`src/rtl/mod_updown_counter_if.sv`:
```
// Control and status bundle for mod_updown_counter.
// master drives the controls and observes the count; slave is the counter itself.
interface mod_updown_counter_if #(
  parameter int unsigned WIDTH = 8
);
  logic             enable;
  logic             up_down;
  logic             clear;
  logic             load;
  logic [WIDTH-1:0] load_value;
  logic [WIDTH-1:0] count_out;
  logic             at_max;
  logic             at_min;
  logic             event_pulse;
  logic             overflow;

  // Level-sampled controls: every input is taken at each rising edge with no
  // valid/ready handshake; the outputs are valid in every cycle.
  modport master (
    output enable, up_down, clear, load, load_value,
    input  count_out, at_max, at_min, event_pulse, overflow
  );

  modport slave (
    input  enable, up_down, clear, load, load_value,
    output count_out, at_max, at_min, event_pulse, overflow
  );
endinterface

```
`src/rtl/mod_updown_counter.sv`:
```
// Up/down counter with programmable modulus, clamped parallel load, soft clear,
// wrap or saturate at the boundaries, and boundary-event / sticky overflow flags.
module mod_updown_counter #(
  parameter int unsigned     WIDTH       = 8,
  parameter longint unsigned MODULUS     = 256,
  parameter int              SATURATE    = 0,
  parameter longint unsigned RESET_VALUE = 0
) (
  input logic                 clock,
  input logic                 reset,
  mod_updown_counter_if.slave bus
);

  localparam logic [WIDTH-1:0] MAX_COUNT   = WIDTH'(MODULUS - 1);
  localparam logic [WIDTH-1:0] RESET_COUNT = WIDTH'(RESET_VALUE);
  localparam bit               SAT_MODE    = (SATURATE != 0);

  logic [WIDTH-1:0] count_q;
  logic             event_q;
  logic             overflow_q;

  logic [WIDTH-1:0] step_count;
  logic [WIDTH-1:0] load_count;
  logic             at_boundary;

  // The boundary is an explicit compare against MAX_COUNT / zero, so a modulus
  // below 2^WIDTH wraps correctly instead of relying on register rollover.
  always_comb begin
    at_boundary = 1'b0;
    step_count  = count_q;
    load_count  = bus.load_value;
    if (bus.up_down) begin
      at_boundary = (count_q == MAX_COUNT);
    end else begin
      at_boundary = (count_q == '0);
    end
    if (at_boundary) begin
      if (SAT_MODE) begin
        step_count = count_q;
      end else if (bus.up_down) begin
        step_count = '0;
      end else begin
        step_count = MAX_COUNT;
      end
    end else if (bus.up_down) begin
      step_count = count_q + WIDTH'(1);
    end else begin
      step_count = count_q - WIDTH'(1);
    end
    if (bus.load_value > MAX_COUNT) begin
      load_count = MAX_COUNT;
    end
  end

  // Priority: reset > clear > load > step > hold. Load leaves overflow alone.
  always_ff @(posedge clock) begin
    if (reset || bus.clear) begin
      count_q    <= RESET_COUNT;
      event_q    <= 1'b0;
      overflow_q <= 1'b0;
    end else if (bus.load) begin
      count_q    <= load_count;
      event_q    <= 1'b0;
    end else if (bus.enable) begin
      count_q    <= step_count;
      event_q    <= at_boundary;
      overflow_q <= overflow_q | at_boundary;
    end else begin
      event_q    <= 1'b0;
    end
  end

  assign bus.count_out   = count_q;
  assign bus.at_max      = (count_q == MAX_COUNT);
  assign bus.at_min      = (count_q == '0);
  assign bus.event_pulse = event_q;
  assign bus.overflow    = overflow_q;

endmodule

```
`src/flat_wrapper.sv`:
```
// flat-port wrapper written by rule: the top's interface ports become plain ports
module mod_updown_counter_flat 
#(
  parameter int unsigned     WIDTH       = 8,
  parameter longint unsigned MODULUS     = 256,
  parameter int              SATURATE    = 0,
  parameter longint unsigned RESET_VALUE = 0
)
  (clock, reset, bus_enable, bus_up_down, bus_clear, bus_load, bus_load_value, bus_count_out, bus_at_max, bus_at_min, bus_event_pulse, bus_overflow);
  mod_updown_counter_if #(.WIDTH(WIDTH)) bus_i ();
  input logic clock;
  input logic reset;
  input wire logic [$bits(bus_i.enable)-1:0] bus_enable;
  input wire logic [$bits(bus_i.up_down)-1:0] bus_up_down;
  input wire logic [$bits(bus_i.clear)-1:0] bus_clear;
  input wire logic [$bits(bus_i.load)-1:0] bus_load;
  input wire logic [$bits(bus_i.load_value)-1:0] bus_load_value;
  output wire logic [$bits(bus_i.count_out)-1:0] bus_count_out;
  output wire logic [$bits(bus_i.at_max)-1:0] bus_at_max;
  output wire logic [$bits(bus_i.at_min)-1:0] bus_at_min;
  output wire logic [$bits(bus_i.event_pulse)-1:0] bus_event_pulse;
  output wire logic [$bits(bus_i.overflow)-1:0] bus_overflow;
  assign bus_i.enable = bus_enable;
  assign bus_i.up_down = bus_up_down;
  assign bus_i.clear = bus_clear;
  assign bus_i.load = bus_load;
  assign bus_i.load_value = bus_load_value;
  assign bus_count_out = bus_i.count_out;
  assign bus_at_max = bus_i.at_max;
  assign bus_at_min = bus_i.at_min;
  assign bus_event_pulse = bus_i.event_pulse;
  assign bus_overflow = bus_i.overflow;
  mod_updown_counter #(.WIDTH(WIDTH), .MODULUS(MODULUS), .SATURATE(SATURATE), .RESET_VALUE(RESET_VALUE)) u_core (.clock(clock), .reset(reset), .bus(bus_i));
endmodule
```
`config.mk`:
```
export PLATFORM = sky130hd
export DESIGN_NAME = mod_updown_counter_flat
export DESIGN_NICKNAME = d
export VERILOG_FILES = /design/src/rtl/mod_updown_counter_if.sv /design/src/rtl/mod_updown_counter.sv /design/src/flat_wrapper.sv
export SDC_FILE = /design/constraint.sdc
export NUM_CORES = 1
export LEC_CHECK = 0
export ABC_CLOCK_PERIOD_IN_PS = 2600
export CAP_MARGIN = 40
export CORE_MARGIN = 8
export CORE_UTILIZATION = 46
export CTS_BUF_LIST = sky130_fd_sc_hd__clkbuf_16
export DETAILED_ROUTE_END_ITERATION = 8
export PLACE_DENSITY = 0.79
export RECOVER_POWER = 50
export SYNTH_ARGS = -nofsm -noshare
export SYNTH_HDL_FRONTEND = slang
export SYNTH_SLANG_ARGS = --single-unit
```
`constraint.sdc`:
```
create_clock -name clock -period 2.6 [get_ports clock]
set_clock_uncertainty 0.05 [all_clocks]
set_input_delay 0.39 -clock clock [delete_from_list [all_inputs] [get_ports clock]]
set_output_delay 0.39 -clock clock [all_outputs]
set_load 0.03 [all_outputs]
```
# Word level (Yosys, flattened, before mapping)

Cells that the tools add are included.
W data, S select, Z words.

Bits in registers: 10
Input port bits: 14
Output and inout bits: 12
Word-level logic and storage cells: 22

$add $sub $neg: 2
$lt $le $gt $ge: 1
Equality and inequality tests: 1
Multiplexer cells: 7
Bitwise operators: 3
Reductions and logical operators: 5

Operators by type and width:

| operator              | number |
|---|---|
| $mux W8               | 6 |
| $add A8 B1 Y8 const B | 1 |
| $eq A8 B8 Y1 const B  | 1 |
| $gt A8 B8 Y1 const B  | 1 |
| $logic_not A8 Y1      | 1 |
| $sub A8 B1 Y8 const B | 1 |
| $reduce_or A3 Y1      | 1 |
| $not A1 Y1            | 2 |
| $reduce_and A2 Y1     | 1 |
| $reduce_bool A2 Y1    | 1 |
| $logic_or A1 B1 Y1    | 1 |
| $mux W1               | 1 |
| $or A1 B1 Y1          | 1 |

# Logic depth before layout (Yosys ltp)

Depth in word-level cells: 5
Gate-level depth with buffers: 8
Gate-level depth less buffers: 7

# Least setup slack after synthesis

No wires, ideal clock.

Path type: input to register
Start point: in bus_up_down
End point: reg u_core.count_q[6], in the netlist u_core.bus.count_out[6]
Arrival: 2.213 ns
Required time: 2.435 ns
Slack: 0.222 ns
Stages on the path: 8
Cells stage by stage: clkbuf_1 -> inv_1 -> fa_1 -> a211oi_1 -> o21bai_1 -> a21oi_1 -> mux2_2 -> o21a_1

Longest elaborated chain between the ends: 4
Elaborated cells between the ends (all ways): 6

Ends and longest elaborated chain:

| element                               | RTL line                 | source |
|---|---|---|
| from (decl)                           | flat_wrapper.sv:14       | `input wire logic [$bits(bus_i.up_down)-1:0] bus_up_down;` |
| $mux W8, or another cell as far along | mod_updown_counter.sv:45 | `end else if (bus.up_down) begin` |
| $mux W8 (*)                           | mod_updown_counter.sv:37 | `if (at_boundary) begin` |
| $mux W8 (*)                           | mod_updown_counter.sv:64 | `end else if (bus.enable) begin` |
| $mux W8 (*)                           | mod_updown_counter.sv:61 | `end else if (bus.load) begin` |
| to (signal assigned)                  | mod_updown_counter.sv:62 | `count_q <= load_count;` |
| to (signal assigned)                  | mod_updown_counter.sv:65 | `count_q <= step_count;` |
| to (decl)                             | mod_updown_counter.sv:18 | `logic [WIDTH-1:0] count_q;` |

Mark *: on every way between the ends. The rest lies on a longest branch, timed or not. The select of a mux whose other input is x is not followed.
A chain may end at the register's enable or synchronous reset.

# Worst setup path in the final report

Start point: reg u_core.count_q[1], in the netlist u_core.bus.count_out[1]
End point: out bus_at_min

Longest elaborated chain between the ends: 1

Ends and longest elaborated chain:

| element          | RTL line                 | source |
|---|---|---|
| $logic_not A8 Y1 | mod_updown_counter.sv:75 | `assign bus.at_min = (count_q == '0);` |
| to (decl)        | flat_wrapper.sv:20       | `output wire logic [$bits(bus_i.at_min)-1:0] bus_at_min;` |

No other way between the ends.

==> flow_summary.toml <==
[floorplan]
row_count = 15
start_util = 0.489
pin_count = 26
dieWidth_um = 59.1
fp.dieH_um = 59.1
core_sq_um = 1750
dieArea_sq_um = 3490

[drt]
viasPerCell = 5.83
dr.pass1.iters = 4
drc = 0
wl_per_cell_um = 15.0
routed_wl_um = 2560
antenna_left = 0
vias = 997
drtIter0Drc = 32

[logic_synthesis]
syn_area_sq_um = 853
synth_seq_cells = 10
synth_top_area_cell = "dfxtp_1"
synth_compound_area_frac = 0.314
synth_cell_types = 39
synthCells = 112
yosys-mux-area-fraction = 0.0132
async_flop_share = 0
synth_top_area_share = 0.235
synth.avg_cell_area_sq_um = 7.62
synthSimpleGateAreaFrac = 0.242
synthAdderAreaFrac = 0.111
synth_area_leaders = "dfxtp_1 23%, ha_1 8.8%, a21oi_1 8.2%"
synth_warnings = 0
synthFlopType = "dfxtp_1"
synth_nets = 133
yosysSeqAreaShare = 0.235
synth-edff-count = 0
synth_xor_area_frac = 0.0513
synth_top_family_by_area = "compound AO/OA/AOI/OAI gates"

[setup_path]
setup.worst_path.start = "u_core.bus.count_out[1]"
cp_slowest_cell = "clkdlybuf4s50_1"
r2r_start = "u_core.bus.count_out[0]"
crit_arrival_ns = 1.97
crit_family = "buffers and inverters"
worstReg2RegEnd = "u_core.bus.count_out[6]"
required_ns = 2.16
rrSetupSlack_ns = 0.54
path_cells = "nor4_1 -> nand2_1 -> inv_1 -> clkdlybuf4s50_1"
path_buf_inv = 2
path_max_fanout = 6
reg2reg_depth = 6
cp_slowest_stage_delay_ns = 0.68
cp-start-kind = "register"
end_kind = "primary output"
critPathKind = "reg2out"

[flow_run]
maxCapViolations = 0

[clock_tree]
insertion_delay_ns = 0.23
path_clk_slew_ns = 0.04
cts_resized = 0
cts_buffer_depth = 2
postCtsHoldBufs = 0
cts-root-buf = "clkbuf_16"
numCtsBuffers = 3
cts_max_level = 1
cts.sinks = 10
cts_tree = "yes"
post_cts_buffers = 0

[sta]
rsz0062_at_grt = "false"
setup_slack_ns = 0.190
finalHoldViolations = 0
period_share = 0.927
maxSlewHeadroom = 0.640
min_period_ns = 2.41
worst_slew_pin_slew_ns = 0.532
slew_viol_final = 0
fmax_ghz = 0.415
final-setup-viol-count = 0

[layout]
instances_no_fill = 171
final.fill_count = 145
register_area_sq_um = 200
layout.nets = 169
multi_input_area_sq_um = 624
final_cell_mix = "16 x clkdlybuf4s50_1, 14 x a21oi_1, 10 x nand2_1, 10 x dfxtp_1"
areaGrowthSynthToFinish_pct = 47.7
fin_util = 0.722
fin_area_sq_um = 1260
layout-drive-gt1-share = 0.116
antennaDiodeCount = 0
final_common_cell = "clkdlybuf4s50_1"

[hold_path]
worstHoldStart = "u_core.bus.overflow"
min_to = "u_core.bus.overflow"
min_path_cells = 1
hold_path.class = "reg2reg"

[global_route]
grt_pass1_wl_um = 4150
antenna_found_initial = 0
grt_use_total = 0.149
grt_max_degree = 12
grt_overflow = 0
grt_pass1_vias = 919

[power]
p_total_uw = 636
p_per_area_nw_per_um2 = 505
p_leak_uw = 0.000533
peakVddDrop_v = 0.000739

[place]
place_congestion = 0.856
placed_cells = 168
placed_area_sq_um = 1190
pre_cts_ws_ns = -0.0410
place.detailed.hpwl_um = 2060
portBuffers = 25

[status]
status = "completed"
[state kept, by name, summed over array words and instances, names as in the netlist]
| register | cells |
|---|---|
| u_core.bus.count_out | 8 |
| u_core.bus.event_pulse | 1 |
| u_core.bus.overflow | 1 |
[cell type report]
| class | count | area share |
|---|---|---|
| clock buffer | 3 | 0.0596 |
| inverter | 4 | 0.0119 |
| multi-input combinational | 95 | 0.496 |
| sequential | 10 | 0.159 |
| tap | 25 | 0.0248 |
| timing repair buffer | 34 | 0.249 |
[cells in the mapped netlist, types with 3 or more instances]
library cell  instances
a211oi_1              3
a21oi_1              14
dfxtp_1              10
ha_1                  6
inv_1                 4
nand2_1              10
nand4_1               3
nor2_1                6
nor3_1                7
nor4_1                3
o21a_1                3
o21ai_0               9
xor2_1                3
[worst reg2reg max path: stages (launching register included)]
cell and delay (ns):
dfxtp_1 0.39, fa_1 0.48, a211oi_1 0.22, o21bai_1 0.11
a21oi_1 0.17, mux2_2 0.35, o21a_1 0.18
[worst max path at each step]
stage	end	slack, ns	cells past startpoint
final	bus_at_min	0.19	4
after global routing	u_core.bus.count_out[4]	0.07	9
after CTS	bus_at_min	0.19	4
after detailed placement	u_core.bus.count_out[6]	-0.04	8
after global placement	u_core.bus.count_out[6]	0.06	8
after floorplan	u_core.bus.count_out[6]	0.22	8
[where the power goes]
group | leakage (uW) | switching (uW) | internal, uW
clock | 0.0000370 | 65.2 | 199
combinational | 0.000414 | 104 | 90.9
sequential | 0.0000818 | 14.3 | 162
total | 0.000533 | 184 | 452
[per-layer routing]
metal | global-route usage | wire [um] | up-vias
met4 | 0.0341 | 30 | 0
met2 | 0.257 | 1320 | 31
met5 | 0 | 0 | -
met1 | 0.170 | 1060 | 472
met3 | 0.0542 | 153 | 2
li1 | - | - | 492
[through the flow]
stage	hold WS, ns	TNS (ns)
2_1_floorplan	0.479	0
3_3_place_gp	0.399	0
3_5_place_dp	0.411	-0.0665
4_1_cts	0.421	0
5_1_grt	0.441	0
6_report	0.410	0
[cells by family (layout without fill, tap and decap cells)]
family / Yosys count / after routing
AOI/OAI and AO/OA: 41 / 41
and+or+nand+nor: 41 / 41
DFF: 10 / 10
adders and majority gates: 7 / 7
buffers and inverters: 7 / 41
xor gates and xnor gates: 5 / 5
muxes: 1 / 1
No activity file was read; power rests on OpenSTA's default activity.
